$ cat config.mk
export PLATFORM = sky130hd
export DESIGN_NAME = gpio_readout_ctrl
export DESIGN_NICKNAME = d
export VERILOG_FILES = /design/src/rtl/gpio_readout_ctrl.sv
export SDC_FILE = /design/constraint.sdc
export NUM_CORES = 1
export LEC_CHECK = 0
export ABC_CLOCK_PERIOD_IN_PS = 4700
export BUFFER_PORTS_ARGS = -buffer_cell sky130_fd_sc_hd__buf_2
export CAP_MARGIN = 20
export CELL_PAD_IN_SITES_DETAIL_PLACEMENT = 1
export CELL_PAD_IN_SITES_GLOBAL_PLACEMENT = 1
export CORE_ASPECT_RATIO = 1.5
export CORE_UTILIZATION = 35
export DETAILED_ROUTE_END_ITERATION = 10
export MAX_ROUTING_LAYER = met4
export PLACE_DENSITY = 0.77
export SYNTH_ARGS = -nofsm -noshare
export SYNTH_HDL_FRONTEND = slang
export SYNTH_SLANG_ARGS = --single-unit
$ cat constraint.sdc
create_clock -name sys_clk -period 4.7 [get_ports sys_clk]
set_input_delay 0.705 -clock sys_clk [delete_from_list [all_inputs] [get_ports sys_clk]]
set_output_delay 0.705 -clock sys_clk [all_outputs]
set_load 0.02 [all_outputs]
$ cat src/rtl/gpio_readout_ctrl.sv
// Transaction sequencer for gpio_interface_top: starts a calculation, counts NPU beats, then
// drains the class word and packed data words to the host over a valid/ack handshake.
module gpio_readout_ctrl #(
  parameter int unsigned BATCH_NUM      = 42,
  parameter int unsigned OUTPUT_WIDTH   = 48,
  parameter int unsigned RD_LATENCY     = 2,
  parameter int unsigned SETTLE_CYCLES  = 2,
  parameter int unsigned TIMEOUT_CYCLES = 4096
) (
  input  logic                    sys_clk,
  input  logic                    rst,
  input  logic                    host_start,
  output logic                    busy,
  output logic                    cal_start,
  input  logic                    npu_out_data_vld,
  output logic                    out_data_rd_en,
  input  logic [OUTPUT_WIDTH-1:0] interface_out_data,
  output logic [OUTPUT_WIDTH-1:0] host_data,
  output logic                    host_data_vld,
  input  logic                    host_data_ack,
  output logic [4:0]              host_word_idx,
  output logic                    done,
  output logic                    timeout_err
);

  localparam int unsigned NWORDS  = BATCH_NUM / 3;
  localparam int unsigned BeatW   = $clog2(BATCH_NUM + 1);
  localparam int unsigned ToW     = $clog2(TIMEOUT_CYCLES + 1);
  localparam int unsigned WaitMax = (SETTLE_CYCLES > RD_LATENCY) ? SETTLE_CYCLES : RD_LATENCY;
  localparam int unsigned WaitW   = $clog2(WaitMax + 1);

  typedef enum logic [3:0] {
    StIdle,
    StStart,
    StCalc,
    StSettle,
    StCap,
    StHwait,
    StRdp,
    StRdw,
    StDone
  } state_e;

  state_e state_q, state_d;

  logic [BeatW-1:0]        beat_cnt_q;
  logic [ToW-1:0]          to_cnt_q;
  logic [WaitW-1:0]        wait_q;
  logic [4:0]              word_cnt_q;
  logic [OUTPUT_WIDTH-1:0] host_data_q;
  logic [4:0]              word_idx_q;
  logic                    timeout_err_q;

  always_ff @(posedge sys_clk) begin
    if (rst) begin
      state_q <= StIdle;
    end else begin
      state_q <= state_d;
    end
  end

  // SETTLE_CYCLES must be at least 1; RD_LATENCY of 1 skips the RDW state entirely.
  always_comb begin
    state_d = state_q;
    case (state_q)
      StIdle:   if (host_start) state_d = StStart;
      StStart:  state_d = StCalc;
      StCalc: begin
        if (npu_out_data_vld && (beat_cnt_q == BeatW'(BATCH_NUM - 1))) begin
          state_d = StSettle;
        end else if (!npu_out_data_vld && (to_cnt_q == ToW'(TIMEOUT_CYCLES - 1))) begin
          state_d = StIdle;
        end
      end
      StSettle: if (wait_q == WaitW'(SETTLE_CYCLES - 1)) state_d = StCap;
      StCap:    state_d = StHwait;
      StHwait: begin
        if (host_data_ack) state_d = (word_cnt_q == 5'(NWORDS)) ? StDone : StRdp;
      end
      StRdp:    state_d = (RD_LATENCY > 1) ? StRdw : StCap;
      StRdw:    if (wait_q == WaitW'(RD_LATENCY - 2)) state_d = StCap;
      StDone:   state_d = StIdle;
      default:  state_d = StIdle;
    endcase
  end

  always_comb begin
    busy           = (state_q != StIdle);
    cal_start      = (state_q == StStart);
    out_data_rd_en = (state_q == StRdp);
    host_data_vld  = (state_q == StHwait);
    done           = (state_q == StDone);
  end

  always_ff @(posedge sys_clk) begin
    if (rst) begin
      beat_cnt_q    <= '0;
      to_cnt_q      <= '0;
      wait_q        <= '0;
      word_cnt_q    <= '0;
      host_data_q   <= '0;
      word_idx_q    <= '0;
      timeout_err_q <= 1'b0;
    end else begin
      wait_q <= ((state_q == StSettle) || (state_q == StRdw)) ? wait_q + 1'b1 : '0;
      if (state_q == StStart) begin
        beat_cnt_q <= '0;
        to_cnt_q   <= '0;
        word_cnt_q <= '0;
      end
      if (state_q == StCalc) begin
        if (npu_out_data_vld) begin
          to_cnt_q <= '0;
          if (beat_cnt_q != BeatW'(BATCH_NUM)) beat_cnt_q <= beat_cnt_q + 1'b1;
        end else begin
          to_cnt_q <= to_cnt_q + 1'b1;
          if (to_cnt_q == ToW'(TIMEOUT_CYCLES - 1)) timeout_err_q <= 1'b1;
        end
      end
      if (state_q == StCap) begin
        host_data_q <= interface_out_data;
        word_idx_q  <= word_cnt_q;
      end
      if ((state_q == StHwait) && host_data_ack) word_cnt_q <= word_cnt_q + 1'b1;
    end
  end

  assign host_data     = host_data_q;
  assign host_word_idx = word_idx_q;
  assign timeout_err   = timeout_err_q;

endmodule

==> results_dict.tcl, run 1 <==
set metrics [dict create \
    run_status "finished clean" \
    rsz0062_at_grt "no" \
    clk_path_buf_depth 2 \
    syn2layout_area_growth_pct 26.8 \
    path_class "reg -> out" \
    hold_start "host_word_idx[3]" \
    synth_top_area_cell "dfxtp_1" \
    first_pass_iters 4 \
    nets 603 \
    async_flop_share_pct 0 \
    multi_input_area_um2 1770 \
    final-seq-area_um2 1680 \
    finalSetupViolCount 0 \
    grt_pass1_vias 3377 \
    pin_count 112 \
    gp_congestion 0.789 \
    whs_ns 0.453 \
    worstMarginPinSlew_ns 0.968 \
    cpPeakStageDelay_ns 0.74 \
    maxCapViolCount 0 \
    arrival_ns 1.98 \
    io_buffers 111 \
    slew_headroom_pct 35.5 \
    ys_seq_area_share_pct 46.4 \
    critPathRequiredTime_ns 3.99 \
    root_buffer "clkbuf_16" \
    maxSlewViolCount 0 \
    finalCriticalPeriod_ns 2.69 \
    grt_max_degree 86 \
    grt_pass1_wl_um 15800 \
    diodes 0 \
    ys.flop_type "dfxtp_1" \
    n_fill_cell 1251 \
    irDropWorstVdd_v 0.000247 \
    fin_setup_tns_ns 0 \
    finClkSkew_ns 0.00644 \
    core_um2 10100 \
    path_max_fanout 14 \
    crit_start "state_q[0]" \
    cp_cell_sequence "or4b_2, inv_1, buf_2" \
    path_delay_family "simple AND/OR/NAND/NOR gates" \
    wl_per_cell_um 14.5 \
    hold_class "reg -> reg" \
    syn_nets 512 \
    power.density_nw_per_um2 451 \
    grt.total_usage_pct 18.9 \
    dieArea_um2 10800 \
    syn_inst 451 \
    drt-initial-drc-count 198 \
    place_hpwl_um 6620 \
    fmax_mhz 372 \
    start_util_pct 36.0 \
    h-tree-depth 3 \
    clk_latency_ns 0.34 \
    cts_tree "built" \
    finalCritPeriodShare_pct 57.2 \
    antenna_left 0 \
    vias 3490 \
    reg2reg_from "state_q[1]" \
    die-height_um 127 \
    hold_viol 0 \
    synth_edf_count 0 \
    drc 0 \
    rows 45 \
    tritoncts.num_buffers 9 \
    viasPerCell 5.26 \
    design_area_um2 4590 \
    synth.yosys.warnings 0 \
    fin_total_pwr_w 0.00207 \
    synth_top_area_share_pct 46.4 \
    chipWidth_um 85.1 \
    place_area_um2 4220 \
    clock-sinks 84 \
    grt-ovfl-total 0 \
    cts_resized 0 \
    syn_area_um2 3620 \
    antenna_found_initial 0 \
    clkSlewWorstSetupHoldPaths_ns 0.06 \
    holdBufCountCts 0 \
    crit_path_start_kind "register" \
    wl_um 9640 \
    cp-end-kind "output port" \
    slowest_stage "or4b_2" \
    synth.distinct_cells 48 \
    ys_top_cells_by_area "dfxtp_1 46%, nand2_1 12%, a21oi_1 9.8%, clkbuf_1 3.0%, ha_1 2.8%" \
    cts_setup_buffers 0 \
    ys_seq_elements 84 \
    avgSynthCellArea_um2 8.04 \
    drive_gt1_share_pct 25.8 \
    critPathBufInv 2 \
    leakagePower_nw 1.86 \
]
==> synthesized netlist by cell type (all sizes together), types with 3 or more instances <==
cell type    n
dfxtp       84
nand3b       5
a211oi       8
and2         4
a311oi       8
inv         10
a21oi       71
mux2i        3
buf          4
nor3        14
nand3       10
nand4        4
mux2         3
o21ai       10
and3         7
ha           8
nor2        16
nand2      119
clkbuf      29
==> layout by cell type (no fill, tap or decap), types with 2 or more instances in the layout <==
cell	n
nand3b_1	5
nand2_1	119
nand2b_1	2
and4_1	2
nand3_1	9
and2_1	4
nor4b_1	2
a41oi_1	2
a21oi_1	71
a311oi_1	8
or4_1	2
clkbuf_16	9
mux2_2	3
ha_1	8
nor3_1	14
a211oi_1	7
bufinv_16	4
nand4bb_1	2
a31oi_1	2
o21ai_0	10
mux2i_1	3
nor2_1	15
xor2_1	2
and3_1	6
inv_1	10
buf_2	111
dfxtp_1	84
nor3b_1	2
nand4_1	4
==> power by group <==
group | leakage [nW] | internal (W) | switching (W)
clock | 0.182 | 0.000591 | 0.000288
combinational | 0.998 | 0.000136 | 0.000262
sequential | 0.677 | 0.000749 | 0.0000464
total | 1.86 | 0.00148 | 0.000597
==> worst reg2reg max path, stage by stage, from the launching register on <==
cell and delay (ns):
dfxtp_1 0.59, or4b_4 0.65, nor2_2 0.48, o21ai_0 0.19, a311oi_1 0.35
==> state kept, by name (all words and copies together), names as in the netlist <==
name	cells
beat_cnt_q	6
host_data	48
host_word_idx	5
state_q	4
timeout_err	1
to_cnt_q	13
wait_q	2
word_cnt_q	5
==> kinds of logic after synthesis <==
family | after synthesis | synth area share [%]
adders and majority gates | 8 | 2.76
DFF | 84 | 46.4
AOI/OAI and AO/OA | 108 | 17.6
muxes | 6 | 1.76
xor gates and xnor gates | 3 | 0.725
and+or+nand+nor | 199 | 25.9
buffers and inverters | 43 | 4.90
==> area by class of cell <==
type                            count  share of cell area, %
Multi-Input combinational cell    324                   38.6
Sequential cell                    84                   36.6
Timing Repair Buffer              113                   12.7
Clock buffer                       11                   5.28
Tap cell                          117                   3.19
Clock inverter                      5                   2.86
Inverter                           10                  0.817
==> layer usage <==
metal	wire (um)	up-vias	GRT usage (%)
li1	-	1734	-
met3	415	21	4.36
met2	4860	80	31.1
met5	0	-	-
met1	4080	1655	21.7
met4	277	0	8.77
==> worst paths after layout <==
| kind | end | slack, ns | depth (start not counted) |
|---|---|---|---|
| max | cal_start | 2.01 | 3 |
| min | host_word_idx[3] | 0.45 | 2 |
| max reg2reg | to_cnt_q[11] | 2.32 | 4 |
| min reg2reg | host_word_idx[3] | 0.45 | 2 |
==> stage by stage <==
stage / cells / worst slack (ns) / util (%)
final: 664 / 2.01 / 45.6
after global placement: 647 / 2.44 / 41.7
after floorplan: 451 / 2.60 / -
after CTS: 664 / 1.99 / 45.6
after detailed placement: 648 / 2.36 / 41.9
after global routing: 664 / 1.90 / 45.6
No activity file was read; power rests on OpenSTA's default activity.
==> inputs of run 2 (changes only) <==
Settings changed: ABC_AREA set to 1, ABC_CLOCK_PERIOD_IN_PS 4700 to 2600, PLACE_DENSITY 0.77 to 0.78.
Clock period 4.7 ns to 2.6 ns, I/O delays scaled along.
==> run 2 against run 1 <==
Via count increased by 4.6%. Sequential power is 120% higher. Non-clock buffer count is 1 higher. Worst setup slack worse by 1.3 ns. Synthesized cell count grew 13%. Global-route usage grew 1.3 points. Clock-buffer cell count shrank 1. Largest cell class unchanged. Clock skew grew 0.00052 ns. Sequential share of layout area down 0.37 points. Die area increased by 2.7%. Highest routed layer unchanged. Critical path depth grew 1.
==> results_dict.tcl, run 2 <==
set metrics [dict create \
    run_status "finished clean" \
    grt.total_usage_pct 20.2 \
    synth_top_area_share_pct 45.2 \
    chipWidth_um 86.2 \
    slew_headroom_pct 44.3 \
    p_int_w 0.00283 \
    diodes 0 \
    drt-initial-drc-count 80 \
    grt_max_degree 57 \
    worstMarginPinSlew_ns 0.834 \
    synth.most_common_cell "nor2_1" \
    layout_common_cells "131 x nor2_1, 111 x buf_2, 84 x dfxtp_1, 69 x nand2_1" \
    synth.distinct_cells 32 \
    finalCritPeriodShare_pct 70.8 \
    async_flop_share_pct 0 \
    root_buffer "clkbuf_16" \
    h-tree-depth 3 \
    clkSlewWorstSetupHoldPaths_ns 0.06 \
    reg2reg_from "state_q[2]" \
    pin_count 112 \
    syn_area_um2 3720 \
    crit_start "state_q[2]" \
    clk_path_buf_depth 2 \
    hold_class "in -> reg" \
    synth_edf_count 0 \
    avgSynthCellArea_um2 7.33 \
    ys_seq_elements 84 \
    largest_reg_flops 48 \
    rrSetupSlack_ns 0.89 \
    arrival_ns 1.45 \
    power.density_nw_per_um2 989 \
    vias 3652 \
    irDropWorstVdd_v 0.000474 \
    maxCapViolCount 0 \
    viasPerCell 4.82 \
    wl_per_cell_um 13.3 \
    fin_total_pwr_w 0.00459 \
    cts_tree "built" \
    start_util_pct 36.3 \
    syn_nets 569 \
    place_hpwl_um 7340 \
    die-height_um 128 \
    yosys-top-cells-count "131 x nor2_1, 84 x dfxtp_1, 69 x nand2_1" \
    final_common_cell "nor2_1" \
    maxSlewViolCount 0 \
    grt-ovfl-total 0 \
    switching_share_pct 38.4 \
    finClkSkew_ns 0.00696 \
    ys.flop_type "dfxtp_1" \
    io_buffers 111 \
    drc 0 \
    synth.yosys.warnings 0 \
    ys_seq_area_share_pct 45.2 \
    clock-sinks 84 \
    wl_um 10100 \
    cp-end-kind "output port" \
    critPathRequiredTime_ns 2.21 \
    combPwrFrac_pct 33.1 \
    finalSetupViolCount 0 \
    hold_start "interface_out_data[14]" \
    cts_resized 0 \
    synth_top_area_cell "dfxtp_1" \
    pwr-share-seq_pct 38.3 \
    grt.busiest_layer "met2" \
    path_max_fanout 7 \
    grt_pass1_wl_um 17300 \
    grt_pass1_vias 3801 \
    hold_viol 0 \
    finalCriticalPeriod_ns 1.84 \
    fmax_mhz 543 \
    drive_gt1_share_pct 25.6 \
    dieArea_um2 11100 \
    core_um2 10200 \
    rsz0062_at_grt "no" \
    antenna_left 0 \
    first_pass_iters 4 \
    cts_setup_buffers 0 \
    ys_top_cells_by_area "dfxtp_1 45%, nor2_1 13%, nand2_1 7.0%, o21ai_0 4.4%, o21ai_1 4.4%" \
    multi_input_area_um2 1750 \
    rows 45 \
    tritoncts.num_buffers 9 \
    leakagePower_nw 2.15 \
    nets 672 \
    grt_use_met2_pct 33.8 \
    crit_path_start_kind "register" \
    final-seq-area_um2 1680 \
    netSwitchingPower_w 0.00176 \
    fin_setup_tns_ns 0 \
    antenna_found_initial 0 \
    met1_usage_pct 23.3 \
    holdBufCountCts 0 \
    path_class "reg -> out" \
    syn2layout_area_growth_pct 24.6 \
    worstReg2RegEnd "host_data[0]" \
    reg2reg_depth 7 \
    gp_congestion 0.810 \
    grtUsageMet3_pct 5.02 \
    n_fill_cell 1354 \
    clk_latency_ns 0.34 \
    clock_power_share_pct 28.5 \
    syn_inst 508 \
    crit_end "cal_start" \
]
[run 2: cell types whose count changed after synthesis, sizes merged, moves of 11 or more]
cell    before  now
nor3        14    3
clkbuf      29   12
nand2      119   71
nand3       10   25
nor2        16  146
a21oi       71   26
o21ai       10   66
inv         10   38
[run 2: power by group through the flow]
stage / Clock, W / Sequential (W) / Combinational [W]
after floorplan: 0 / 0.00209 / 0.000761
after global placement: 0 / 0.00176 / 0.00150
after detailed placement: 0 / 0.00178 / 0.00154
after CTS: 0.00135 / 0.00176 / 0.00154
after global routing: 0.00140 / 0.00180 / 0.00168
final: 0.00131 / 0.00176 / 0.00152
[run 2: layout make-up]
class | instances | share of cell area (%)
Sequential cell | 84 | 36.2
Timing Repair Buffer | 114 | 12.5
Tap cell | 141 | 3.80
Multi-Input combinational cell | 362 | 37.6
Inverter | 40 | 3.24
Clock inverter | 6 | 1.48
Clock buffer | 10 | 5.15
[run 2: worst max-delay path, stage by stage (launching register included)]
cell and delay [ns]:
dfxtp_1 0.36, nor2_2 0.24, inv_2 0.10, nor2_4 0.21, buf_2 0.21
[run 2: cell families (layout without fill, tap and decap cells)]
logic type / count (synthesis) / after routing / synth area share (%)
AND/OR/NAND/NOR: 256 / 256 / 30.4
AO/OA/AOI/OAI: 96 / 96 / 13.3
flip-flops: 84 / 84 / 45.2
buffers and inverters: 62 / 170 / 7.93
adder cells (fa/ha/maj): 8 / 8 / 2.69
XOR/XNOR: 2 / 2 / 0.471
[run 2: metal layers]
| metal | vias to the layer above | part of all wire, % |
|---|---|---|
| li1 | 1835 | - |
| met1 | 1700 | 43 |
| met2 | 97 | 50 |
| met3 | 20 | 5.2 |
| met4 | 0 | 2.0 |
| met5 | - | 0 |
[run 2: worst min-delay path by stage]
stage	to	slack, ns	depth (start not counted)
CTS	host_data[25]	0.26	3
global route	host_data[47]	0.27	3
floorplan	wait_q[0]	0.42	1
detailed placement	wait_q[0]	0.45	1
global placement	wait_q[0]	0.43	1
finish	host_data[14]	0.27	3
[run 2: stage by stage]
stage	std cells	setup WS (ns)	area, um^2	utilization [%]	hold slack (ns)
after detailed placement	741	0.884	4330	42.3	0.453
after global placement	741	0.988	4330	42.3	0.430
after floorplan	508	1.08	3720	-	0.417
after CTS	757	0.739	4640	45.3	0.257
after global routing	757	0.660	4640	45.3	0.266
final	757	0.759	4640	45.3	0.272
==> inputs of run 3 (changes only) <==
Settings changed: ABC_CLOCK_PERIOD_IN_PS 2600 to 1900.
Clock period 2.6 ns to 1.9 ns, I/O delays scaled along.
==> run 3 against run 2 <==
Clock power grew 46%. Via count grew 0.36%. Core utilization up 0.33 points. Die area unchanged. Combinational power up 39%. Sequential share of layout area fell by 0.26 points. Worst setup slack worse by 0.65 ns. Non-clock buffer count unchanged. Worst hold slack got worse by 0.11 ns. Global-route usage rose by 0.44 points. First-iteration DRC count rose by 86%. Sequential power up 36%.
==> results_dict.tcl, run 3 (synthesis results as in run 2) <==
set metrics [dict create \
    rsz0062_at_grt "no" \
    fin_cells 756 \
    finalCritPeriodShare_pct 94.1 \
    root_buffer "clkbuf_16" \
    n_fill_cell 1358 \
    irDropWorstVdd_v 0.000748 \
    place.detailed.instances 741 \
    whs_ns 0.167 \
    io_buffers 111 \
    final-seq-area_um2 1680 \
    cts_tree "built" \
    hold_class "in -> reg" \
    fin_setup_tns_ns 0 \
    grt.total_usage_pct 20.7 \
    clkSlewWorstSetupHoldPaths_ns 0.06 \
    core_um2 10200 \
    hold_viol 0 \
    multi_input_area_um2 1750 \
    maxCapViolCount 0 \
    clock-sinks 84 \
    drive_gt1_share_pct 25.5 \
    finalSetupViolCount 0 \
    cpPeakStageDelay_ns 0.36 \
    pin_count 112 \
    maxSlewViolCount 0 \
    cp-end-kind "output port" \
    wl_per_cell_um 13.7 \
    grt-ovfl-total 0 \
    drt-initial-drc-count 149 \
    diodes 0 \
    cp_cell_sequence "nor2_2, inv_2, nor2_4, buf_2" \
    path_delay_family "simple AND/OR/NAND/NOR gates" \
    tritoncts.num_buffers 9 \
    start_util_pct 36.3 \
    chipWidth_um 86.2 \
    syn2layout_area_growth_pct 25.5 \
    grt_max_degree 57 \
    critPathBufInv 2 \
    grt_pass1_vias 3921 \
    drc 0 \
    h-tree-depth 3 \
    place_hpwl_um 7390 \
    finalCriticalPeriod_ns 1.79 \
    nets 672 \
    run_status "finished clean" \
    rrSetupSlack_ns 0.18 \
    power.density_nw_per_um2 1370 \
    antenna_found_initial 0 \
    die-height_um 128 \
    antenna_left 0 \
    vias 3665 \
    finClkSkew_ns 0.00494 \
    largest_reg_flops 48 \
    arrival_ns 1.50 \
    first_pass_iters 4 \
    path_max_fanout 7 \
    wl_um 10400 \
    grt_pass1_wl_um 17600 \
    worstMarginPinSlew_ns 0.868 \
    critPathRequiredTime_ns 1.62 \
    fmax_mhz 559 \
    layout_common_cells "131 x nor2_1, 111 x buf_2, 84 x dfxtp_1, 69 x nand2_1" \
    crit_path_start_kind "register" \
    clk_latency_ns 0.34 \
    leakagePower_nw 2.16 \
    path_class "reg -> out" \
    viasPerCell 4.85 \
    fin_total_pwr_w 0.00642 \
    clk_path_buf_depth 2 \
    slowest_stage "dfxtp_1" \
    rows 45 \
    slew_headroom_pct 42.2 \
    dieArea_um2 11100 \
    gp_congestion 0.786 \
    final_common_cell "nor2_1" \
]
run 3: cell count changes in the layout (fill, tap and decap cells not counted):
cell       change
nor2_4         +1
inv_6          -1
clkinv_2       -1
bufinv_16      +1
buf_12         +1
buf_4          -1
nor2_2         -1
run 3: final cells by class:
class                   instances  share of cell area [%]
multi-input cells             362                    37.5
flip-flops and latches         84                    36.0
repair buffers                114                    12.6
clock buffers                  10                    5.11
well taps                     141                    3.77
inverters                      40                    3.21
clock inverters                 5                    1.82
run 3: routing by layer:
| metal | wire [um] | GRT usage (%) | vias up |
|---|---|---|---|
| li1 | - | - | 1838 |
| met1 | 4470 | 22.9 | 1709 |
| met2 | 5100 | 35.0 | 96 |
| met3 | 566 | 5.47 | 22 |
| met4 | 255 | 8.33 | 0 |
| met5 | 0 | - | - |
run 3: repair_timing:
| action | in CTS | in global routing |
|---|---|---|
| hold endpoints to repair | 0 | 0 |
| hold buffers | 0 | 0 |
| endpoints found under the setup margin | 0 | 2 |
| setup buffers | 0 | 0 |
| gates resized for setup | 0 | 1 |
run 3: path summary, 6_finish.rpt:
check	to	from	cells past startpoint
worst max-delay path	cal_start	state_q[2]	4
worst min-delay path	host_data[15]	interface_out_data[15]	3
worst max register to register	host_data[45]	state_q[2]	7
worst min register to register	wait_q[0]	wait_q[0]	1
run 3: power by group:
group          switching (W)  total [W]  internal (W)
sequential          0.000232    0.00240       0.00217
combinational        0.00146    0.00211      0.000646
clock               0.000727    0.00191       0.00119
run 3: per-stage QoR:
stage	instance area, um^2	util, %	setup slack [ns]
2_1_floorplan	3720	-	0.487
3_3_place_gp	4350	42.4	0.186
3_5_place_dp	4350	42.4	0.122
4_1_cts	4670	45.6	0.128
5_1_grt	4670	45.6	0.0414
6_report	4670	45.6	0.111
run 3: tightest hold or removal path: cells and delay by family:
kind                   cells  cell delay, ns
and+or+nand+nor            2            0.11
buffers and inverters      1            0.07
